`config.mk`:
```
export PLATFORM = sky130hd
export DESIGN_NAME = sync_fifo_param
export DESIGN_NICKNAME = d
export VERILOG_FILES = /design/src/rtl/fifo_pkg.sv /design/src/rtl/fifo_mem.sv /design/src/rtl/sync_fifo_param.sv
export SDC_FILE = /design/constraint.sdc
export NUM_CORES = 1
export LEC_CHECK = 0
export BUFFER_PORTS_ARGS = -buffer_cell sky130_fd_sc_hd__buf_2
export CAP_MARGIN = 20
export CORE_MARGIN = 4
export CORE_UTILIZATION = 55
export DETAILED_ROUTE_END_ITERATION = 8
export PLACE_DENSITY = 0.76
export SKIP_LAST_GASP = 1
export SLEW_MARGIN = 0
export SYNTH_ARGS = -nofsm -noshare
export SYNTH_HDL_FRONTEND = slang
export SYNTH_SLANG_ARGS = --single-unit
```
`constraint.sdc`:
```
create_clock -name clk -period 2.9 [get_ports clk]
set_input_delay 0.435 -clock clk [delete_from_list [all_inputs] [get_ports clk]]
set_output_delay 0.435 -clock clk [all_outputs]
set_load 0.03 [all_outputs]
```
`src/rtl/fifo_pkg.sv`:
```
// Shared FIFO definitions: default buffer geometry used by the RFID encoder/decoder
// and a constant clog2 for deriving address widths at elaboration time.
package fifo_pkg;

    localparam int unsigned DefaultDataW = 8;
    localparam int unsigned DefaultDepth = 16;

    function automatic int unsigned clog2(input int unsigned value);
        int unsigned result;
        result = 0;
        while ((32'd1 << result) < value) begin
            result = result + 1;
        end
        return result;
    endfunction

endpackage

```
`src/rtl/fifo_mem.sv`:
```
// DEPTH x DATA_W register array with a synchronous write port and a registered,
// read-enabled read port. Only the read register is reset; the array is not.
module fifo_mem #(
    parameter int unsigned DATA_W = 8,
    parameter int unsigned DEPTH  = 16,
    parameter int unsigned ADDR_W = 4
) (
    input  logic              clk,
    input  logic              reset_n,
    input  logic              wr_en,
    input  logic [ADDR_W-1:0] wr_addr,
    input  logic [DATA_W-1:0] wr_data,
    input  logic              rd_en,
    input  logic [ADDR_W-1:0] rd_addr,
    output logic [DATA_W-1:0] rd_data
);

    logic [DATA_W-1:0] mem_q [DEPTH];
    logic [DATA_W-1:0] rd_data_q;
    logic [DATA_W-1:0] rd_data_d;

    always_ff @(posedge clk) begin
        if (wr_en) begin
            mem_q[wr_addr] <= wr_data;
        end
    end

    always_comb begin
        rd_data_d = rd_data_q;
        if (rd_en) begin
            rd_data_d = mem_q[rd_addr];
        end
    end

    always_ff @(posedge clk or negedge reset_n) begin
        if (!reset_n) begin
            rd_data_q <= '0;
        end else begin
            rd_data_q <= rd_data_d;
        end
    end

    assign rd_data = rd_data_q;

endmodule

```
`src/rtl/sync_fifo_param.sv`:
```
// Single-clock parametrised FIFO with registered read data, occupancy count,
// almost-full/empty thresholds, synchronous flush and sticky error flags.
module sync_fifo_param
    import fifo_pkg::*;
#(
    parameter int unsigned DATA_W    = DefaultDataW,
    parameter int unsigned DEPTH     = DefaultDepth,
    parameter int unsigned AF_THRESH = DEPTH - 2,
    parameter int unsigned AE_THRESH = 2
) (
    input  logic                      clk,
    input  logic                      reset_n,
    input  logic                      en,
    input  logic                      clear,
    input  logic                      write,
    input  logic [DATA_W-1:0]         data_in,
    input  logic                      read,
    output logic [DATA_W-1:0]         data_out,
    output logic                      rd_valid,
    output logic                      empty,
    output logic                      full,
    output logic                      almost_empty,
    output logic                      almost_full,
    output logic [clog2(DEPTH):0]     count,
    output logic                      overflow,
    output logic                      underflow
);

    localparam int unsigned ADDR_W = clog2(DEPTH);
    localparam logic [ADDR_W:0] CntDepth = (ADDR_W + 1)'(DEPTH);
    localparam logic [ADDR_W:0] CntAf    = (ADDR_W + 1)'(AF_THRESH);
    localparam logic [ADDR_W:0] CntAe    = (ADDR_W + 1)'(AE_THRESH);
    localparam logic [ADDR_W:0] CntOne   = (ADDR_W + 1)'(1);

    if (DEPTH < 2 || (DEPTH & (DEPTH - 1)) != 0) begin : g_bad_depth
        $error("sync_fifo_param: DEPTH must be a power of two, at least 2");
    end
    if (!(AE_THRESH < AF_THRESH && AF_THRESH <= DEPTH)) begin : g_bad_thresh
        $error("sync_fifo_param: need AE_THRESH < AF_THRESH <= DEPTH");
    end

    logic [ADDR_W:0] wr_ptr_q, wr_ptr_d;
    logic [ADDR_W:0] rd_ptr_q, rd_ptr_d;
    logic [ADDR_W:0] count_q, count_d;
    logic            rd_valid_q, rd_valid_d;
    logic            overflow_q, overflow_d;
    logic            underflow_q, underflow_d;
    logic            wr_acc, rd_acc;

    // Flags decode only the registered count, never same-cycle requests.
    assign empty        = (count_q == '0);
    assign full         = (count_q == CntDepth);
    assign almost_empty = (count_q <= CntAe);
    assign almost_full  = (count_q >= CntAf);

    always_comb begin
        wr_acc      = 1'b0;
        rd_acc      = 1'b0;
        wr_ptr_d    = wr_ptr_q;
        rd_ptr_d    = rd_ptr_q;
        count_d     = count_q;
        rd_valid_d  = 1'b0;
        overflow_d  = overflow_q;
        underflow_d = underflow_q;

        if (clear) begin
            wr_ptr_d    = '0;
            rd_ptr_d    = '0;
            count_d     = '0;
            overflow_d  = 1'b0;
            underflow_d = 1'b0;
        end else if (en) begin
            wr_acc      = write && !full;
            rd_acc      = read && !empty;
            overflow_d  = overflow_q | (write && full);
            underflow_d = underflow_q | (read && empty);
            rd_valid_d  = rd_acc;
            if (wr_acc) begin
                wr_ptr_d = wr_ptr_q + CntOne;
            end
            if (rd_acc) begin
                rd_ptr_d = rd_ptr_q + CntOne;
            end
            if (wr_acc && !rd_acc) begin
                count_d = count_q + CntOne;
            end else if (rd_acc && !wr_acc) begin
                count_d = count_q - CntOne;
            end
        end
    end

    always_ff @(posedge clk or negedge reset_n) begin
        if (!reset_n) begin
            wr_ptr_q    <= '0;
            rd_ptr_q    <= '0;
            count_q     <= '0;
            rd_valid_q  <= 1'b0;
            overflow_q  <= 1'b0;
            underflow_q <= 1'b0;
        end else begin
            wr_ptr_q    <= wr_ptr_d;
            rd_ptr_q    <= rd_ptr_d;
            count_q     <= count_d;
            rd_valid_q  <= rd_valid_d;
            overflow_q  <= overflow_d;
            underflow_q <= underflow_d;
        end
    end

    fifo_mem #(
        .DATA_W (DATA_W),
        .DEPTH  (DEPTH),
        .ADDR_W (ADDR_W)
    ) u_mem (
        .clk     (clk),
        .reset_n (reset_n),
        .wr_en   (wr_acc),
        .wr_addr (wr_ptr_q[ADDR_W-1:0]),
        .wr_data (data_in),
        .rd_en   (rd_acc),
        .rd_addr (rd_ptr_q[ADDR_W-1:0]),
        .rd_data (data_out)
    );

    assign count     = count_q;
    assign rd_valid  = rd_valid_q;
    assign overflow  = overflow_q;
    assign underflow = underflow_q;

endmodule

```
==> results of run 1 <==
## metrics by stage
stage	power (mW)	instances	instance area, um2	hold slack [ns]
after floorplan	3.304	333	6296	0.1394
after global placement	3.548	495	6606	0.4727
after detailed placement	3.574	495	6606	0.4743
after global routing	5.874	527	7184	0.05892
after CTS	5.676	527	7178	0.02352
final	5.629	527	7184	0.02570
## area by class of cell
| cell class | instances | area (um2) | area share |
|---|---|---|---|
| Clock inverter | 12 | 115.1 | 0.01602 |
| Inverter | 6 | 27.53 | 0.003831 |
| Clock buffer | 20 | 456.7 | 0.06357 |
| Multi-Input combinational cell | 160 | 1757 | 0.2445 |
| Tap cell | 140 | 175.2 | 0.02438 |
| Timing Repair Buffer | 37 | 207.7 | 0.02891 |
| Sequential cell | 152 | 4446 | 0.6188 |
## routing by layer
| metal | global-route usage | wire length, um |
|---|---|---|
| met1 | 0.2673 | 4676 |
| met2 | 0.2824 | 5666 |
| met3 | 0.04737 | 860 |
| met4 | 0.07121 | 139 |
| met5 | 0 | 0 |
## flip-flops by register name, summed over array words and instances, names as in the netlist
signal         count
count              5
overflow           1
rd_ptr_q           4
rd_valid           1
u_mem.mem_q      128
u_mem.rd_data      8
underflow          1
wr_ptr_q           4
## what timing repair did
item,CTS,global route
setup buffers,0,0
gates resized for setup,0,1
endpoints found under the setup margin,0,1
## synth_stat cells (2+ instances only)
master,instances,share of area
a21oi_1,5,0.0040
a31oi_1,2,0.0020
and2_1,17,0.017
buf_2,7,0.0056
clkbuf_1,5,0.0030
dfrtp_1,24,0.095
edfxtp_1,128,0.61
ha_1,9,0.018
inv_1,5,0.0030
mux2i_1,20,0.032
mux4_2,32,0.11
nand2_1,12,0.0072
nand3_1,3,0.0024
nor2_1,17,0.010
nor4_1,2,0.0020
nor4bb_1,2,0.0032
o21ai_0,4,0.0032
o221ai_2,8,0.019
or3_2,2,0.0024
xnor2_1,4,0.0056
xor2_1,4,0.0056
## worst max-delay path, delay by kind of cell (launching register included)
kind	cells	cell delay, ns
AOI/OAI and AO/OA	3	0.44
and+or+nand+nor	5	1.31
DFF	1	0.50
adders and majority gates	1	0.33
## logic make-up after synthesis
| group | Yosys count |
|---|---|
| buffers and inverters | 21 |
| DFF | 152 |
| and+or+nand+nor | 62 |
| AOI/OAI and AO/OA | 28 |
| adders and majority gates | 10 |
| muxes | 52 |
| xor gates and xnor gates | 8 |
## where the power goes
group          switching, mW  internal [mW]
logic                  0.594          0.384
clock network          0.860           1.24
registers             0.0913           2.46
## worst max path at each step
| stage | slack (ns) | start | cells past startpoint | to |
|---|---|---|---|---|
| 2_1_floorplan | 0.16 | count[1] | 9 | count[4] |
| 3_3_place_gp | 0.33 | count[1] | 9 | count[4] |
| 3_5_place_dp | 0.18 | count[1] | 9 | count[4] |
| 4_1_cts | 0.16 | count[1] | 9 | count[4] |
| 5_1_grt | 0.05 | count[1] | 9 | count[4] |
| 6_report | 0.26 | count[1] | 9 | count[4] |
==> run_results.csv, run 1 <==
group,metric,value,unit
floorplanning,fp.dieW,115.0,um
setup_path,worstSetupPathType,"reg2reg",
setup_path,reg2reg_depth,9,
global_route,grtUsageTotal,0.1872,
drt,routed_wirelength,11340,um
setup_path,arrival,2.97,ns
timing,fin_skew,0.007657,ns
setup_path,r2r_slack,0.26,ns
floorplanning,fp.dieH,115.0,um
synthesis,synthesis.area,6296,um2
timing,tightest_slew,0.6828,ns
drt,first_iter_violations,192,
synthesis,ys_warn_count,0,
drt,drtAntennaViolNets,0,
floorplanning,dieArea,13220,um2
timing,final.setup.tns,0,ns
synthesis,synth_simple_gate_area_share,0.05525,
clock_network,root_buffer,"clkbuf_16",
worst_hold_path,worstHoldPathType,"in2async",
setup_path,slowest_delay,0.50,ns
cells_and_area,num_antenna_cells,0,
power_and_ir_drop,peakVddDrop,0.5824,mV
synthesis,ys_ff_latch,152,
cells_and_area,fill_cells,746,
run,cap_violations,0,
clock_network,ctsHtreeMaxLevel,4,
floorplanning,io_pins,34,
clock_network,cts.clk_slew.worst_paths,0.06,ns
floorplanning,std_cell_rows,38,
synthesis,ys.flop_type,"edfxtp_1",
timing,fin_crit,2.638,ns
clock_network,cts.sinks,152,
synthesis,postSynthAreaPerCell,18.91,um2
place,dp_slack,0.1778,ns
clock_network,cts_made_buffers,17,
cells_and_area,layout_common_cells,"edfxtp_1 (128), buf_2 (33), mux4_2 (32)",
synthesis,synth_compound_area_frac,0.04432,
place,hpwlAfterDp,7400,um
drt,wire_per_inst,21.52,um
global_route,grt_pass1_vias,3207,
global_route,grt_first_pass_wirelength,17990,um
setup_path,start_kind,"flop",
place,portBuffers,33,
setup_path,crit_fanout,9,
clock_network,cts_buffer_depth,2,
global_route,antenna_found_initial,0,
floorplanning,initial_core_util,0.5708,
synthesis,synth_top_family_by_area,"multiplexers",
setup_path,cp_slowest_cell,"dfrtp_1",
synthesis,syn_nets,357,
synthesis,seq_area_frac_synth,0.7059,
timing,clock.fmax,379.0,MHz
setup_path,crit_top_cell,"a21oi_1",
power_and_ir_drop,power_density,783.5,nW/um2
synthesis,yosys.cell_types.count,42,
drt,via_per_inst,5.818,
drt,first_pass_iters,4,
synthesis,postSynthCellCount,333,
synthesis,synth.area.mux_share,0.1463,
global_route,grt_overflow,0,
clock_network,cts_tree,"done",
timing,setup_viol,0,
timing,postLayoutSetupSlackWorst,0.2615,ns
floorplanning,core_area,11030,um2
global_route,grt_max_degree,36,
clock_network,ctsHoldBuffers,0,
power_and_ir_drop,leakagePower,2.463,nW
synthesis,synth_edf_count,128,
setup_path,crit_required,3.23,ns
drt,num_vias,3066,
run_status,status,"finished clean",
setup_path,crit_path_end_kind,"flop",
cells_and_area,syn_to_final_growth,14.11,%
synthesis,synthArstFlopShare,0.1579,
setup_path,r2r_end,"count[4]",
cells_and_area,layout_commonest_cell,"edfxtp_1",
setup_path,cp_cell_sequence,"nor4_2 > and2_1 > nand3b_1 > ha_1 > a21oi_1 > nand2_1 > nor4_1 > o21ai_0 > a21oi_1",
synthesis,synthAdderAreaFrac,0.02107,
clock_network,clock_latency,0.42,ns
place,gp_congestion,0.8288,
timing,rsz0062_at_grt,"no",
cells_and_area,nNetsFinal,398,
timing,finalMaxSlewViolations,0,
cells_and_area,final_layout_size_suffix_gt1_frac,0.3101,
timing,maxSlewHeadroom,0.5448,
timing,finalCritPeriodShare,0.9098,
setup_path,timing.rr.start,"count[1]",
timing,hold_viol,0,
synthesis,synthXorXnorAreaFrac,0.01113,
cells_and_area,fin_util,0.6513,
drt,drc_errors,0,
(Power assumes the default switching activity.)
==> run 2: changes to the inputs <==
- CELL_PAD_IN_SITES_DETAIL_PLACEMENT: default -> 0
- CELL_PAD_IN_SITES_GLOBAL_PLACEMENT: default -> 1
- CORE_UTILIZATION: 55 -> 53
- PLACE_DENSITY: 0.76 -> 0.82
==> run 2 against run 1 <==
Against the previous run:
- final area fell by 0.82%
- count of clock-buffer cells in the layout fell by 3
- via count fell by 0.46%
- cell count rose by 0.19%
- total power fell by 3.8%
- sequential cell count did not move
- first-iteration DRC count fell by 18%
- sequential power barely moved
- clock power fell by 10%
- critical endpoint unchanged
- largest cell class unchanged
- highest routed layer unchanged
==> run_results.csv, run 2 (synthesis gave the netlist of run 1 again) <==
group,metric,value,unit
run_status,status,"finished clean",
timing,clock.fmax,392.2,MHz
setup_path,cp_slowest_cell,"dfrtp_1",
cells_and_area,fin_cells,528,
setup_path,crit_top_cell,"a21oi_1",
timing,rsz0062_at_grt,"no",
setup_path,reg2reg_depth,9,
drt,routed_wirelength,10740,um
clock_network,cts_setup_buffers,0,
clock_network,cts_buffer_depth,2,
cells_and_area,num_antenna_cells,0,
setup_path,crit_path_end_kind,"flop",
clock_network,cts.clk_slew.worst_paths,0.06,ns
place,numPlacedInstances,498,
place,gp_congestion,0.7660,
clock_network,ctsHtreeMaxLevel,4,
global_route,antenna_found_initial,0,
place,portBuffers,33,
cells_and_area,seq_area,4446,um2
floorplanning,initial_core_util,0.5467,
timing,finalCritPeriodShare,0.8791,
setup_path,critical_path.top_delay_family,"simple AND/OR/NAND/NOR gates",
cells_and_area,multi_input_area,1757,um2
global_route,grt_first_pass_wirelength,17490,um
setup_path,timing.rr.start,"count[1]",
clock_network,cts_tree,"done",
power_and_ir_drop,combPwrFrac,0.174,
global_route,grt_max_degree,35,
floorplanning,io_pins,34,
drt,num_vias,3052,
setup_path,crit_fanout,9,
floorplanning,dieArea,13690,um2
drt,via_per_inst,5.780,
floorplanning,fp.dieW,117.0,um
drt,drc_errors,0,
drt,route.met2.wl,5307,um
setup_path,cp_cell_sequence,"nor4_2 > and2_1 > nand3b_1 > ha_1 > a21oi_1 > nand2_1 > o211a_1 > o21ai_0 > a21oi_1",
timing,tightest_slew,0.7109,ns
cells_and_area,syn_to_final_growth,13.18,%
clock_network,clock_latency,0.41,ns
run,cap_violations,0,
power_and_ir_drop,power_density,759.9,nW/um2
drt,dr_wl_met3,491,um
global_route,grtUsageTotal,0.1761,
drt,dr.max_layer_used,"met4",
setup_path,path_buf_inv,0,
drt,met1_length,4872,um
power_and_ir_drop,seqPwrFrac,0.477,
cells_and_area,layout_common_cells,"edfxtp_1 (128), buf_2 (33), mux4_2 (32)",
clock_network,cts.sinks,152,
power_and_ir_drop,peakVddDrop,0.4863,mV
setup_path,slowest_delay,0.49,ns
power_and_ir_drop,p_clk_frac,0.350,
clock_network,root_buffer,"clkbuf_16",
setup_path,start_kind,"flop",
drt,first_pass_iters,5,
setup_path,arrival,2.84,ns
power_and_ir_drop,internal_power,3.920,mW
cells_and_area,largest_reg_flops,128,
timing,hold_viol,0,
timing,finalMaxSlewViolations,0,
drt,drtAntennaViolNets,0,
power_and_ir_drop,total_power,5.415,mW
floorplanning,std_cell_rows,39,
clock_network,cts_made_buffers,17,
global_route,grt_pass1_vias,3164,
setup_path,worstSetupPathType,"reg2reg",
timing,maxSlewHeadroom,0.5261,
setup_path,r2r_end,"count[4]",
place,place_area,6610,um2
setup_path,r2r_slack,0.35,ns
timing,postLayoutSetupSlackWorst,0.3506,ns
power_and_ir_drop,switching_share,0.2761,
cells_and_area,layout_commonest_cell,"edfxtp_1",
timing,setup_viol,0,
cells_and_area,design_area,7126,um2
drt,wire_per_inst,20.35,um
global_route,grt_overflow,0,
place,dp_slack,0.2436,ns
cells_and_area,final_layout_size_suffix_gt1_frac,0.3065,
timing,fin_skew,0.008345,ns
cells_and_area,max_flop_register,"u_mem.mem_q",
power_and_ir_drop,p_sw,1.495,mW
cells_and_area,fill_cells,839,
power_and_ir_drop,leakagePower,2.435,nW
place,hpwlAfterDp,7252,um
floorplanning,fp.dieH,117.0,um
worst_hold_path,worstHoldPathType,"in2async",
floorplanning,core_area,11520,um2
timing,final.setup.tns,0,ns
setup_path,crit_required,3.19,ns
timing,fin_crit,2.549,ns
cells_and_area,nNetsFinal,398,
drt,first_iter_violations,157,
## run 2: cell count changes in the layout (fill, tap and decap cells not counted)
| cell | before | now |
|---|---|---|
| inv_8 | 1 | 0 |
| clkbuf_1 | 1 | 0 |
| clkbuf_8 | 2 | 0 |
| inv_6 | 6 | 3 |
| clkinv_4 | 0 | 2 |
| clkinv_1 | 0 | 1 |
| bufinv_16 | 1 | 0 |
| clkinv_2 | 3 | 6 |
## run 2: power by group through the flow
stage	clock network, mW	logic (mW)	registers, mW
2_1_floorplan	0	0.578	2.73
3_3_place_gp	0	0.931	2.62
3_5_place_dp	0	0.940	2.63
4_1_cts	1.93	0.948	2.58
5_1_grt	2.04	1.03	2.60
6_report	1.89	0.940	2.58
## run 2: cell type report
type                       count  share of cell area
multi-input combinational    160              0.2465
clock buffer                  17             0.05970
inverter                       6            0.003863
timing repair buffer          37             0.02915
clock inverter                13             0.01176
sequential                   152              0.6239
tap                          143             0.02511
## run 2: what timing repair did
item / CTS / global route
endpoints found under the setup margin: 0 / 1
hold buffers: 0 / 0
resized for setup: 0 / 1
## run 2: worst max-delay path by stage
stage                         from       end  slack (ns)  cells after the start
after CTS                 count[1]  count[4]        0.21                      9
after floorplan           count[1]  count[4]        0.16                      9
after global routing      count[1]  count[4]        0.15                      9
after global placement    count[1]  count[4]        0.34                      9
final                     count[1]  count[4]        0.35                      9
after detailed placement  count[1]  count[4]        0.24                      9
## run 2: stage by stage
stage / hold WS (ns) / utilization
final: 0.004935 / 0.6188
after detailed placement: 0.4616 / 0.5740
after global routing: 0.04343 / 0.6188
after floorplan: 0.1394 / -
after global placement: 0.4512 / 0.5740
after CTS: 0.01142 / 0.6182
## run 2: per-layer routing
| layer | GRT usage | vias to the layer above |
|---|---|---|
| met5 | 0 | - |
| li1 | - | 1410 |
| met3 | 0.04319 | 5 |
| met2 | 0.2609 | 67 |
| met4 | 0.07034 | 0 |
| met1 | 0.2551 | 1570 |
## run 2: worst reg2reg max path: cells and delay by family (launching register included)
kind / cells / cell delay [ns]
AND/OR/NAND/NOR: 4 / 1.08
AO/OA/AOI/OAI: 4 / 0.54
flip-flops: 1 / 0.49
adder cells (fa/ha/maj): 1 / 0.32
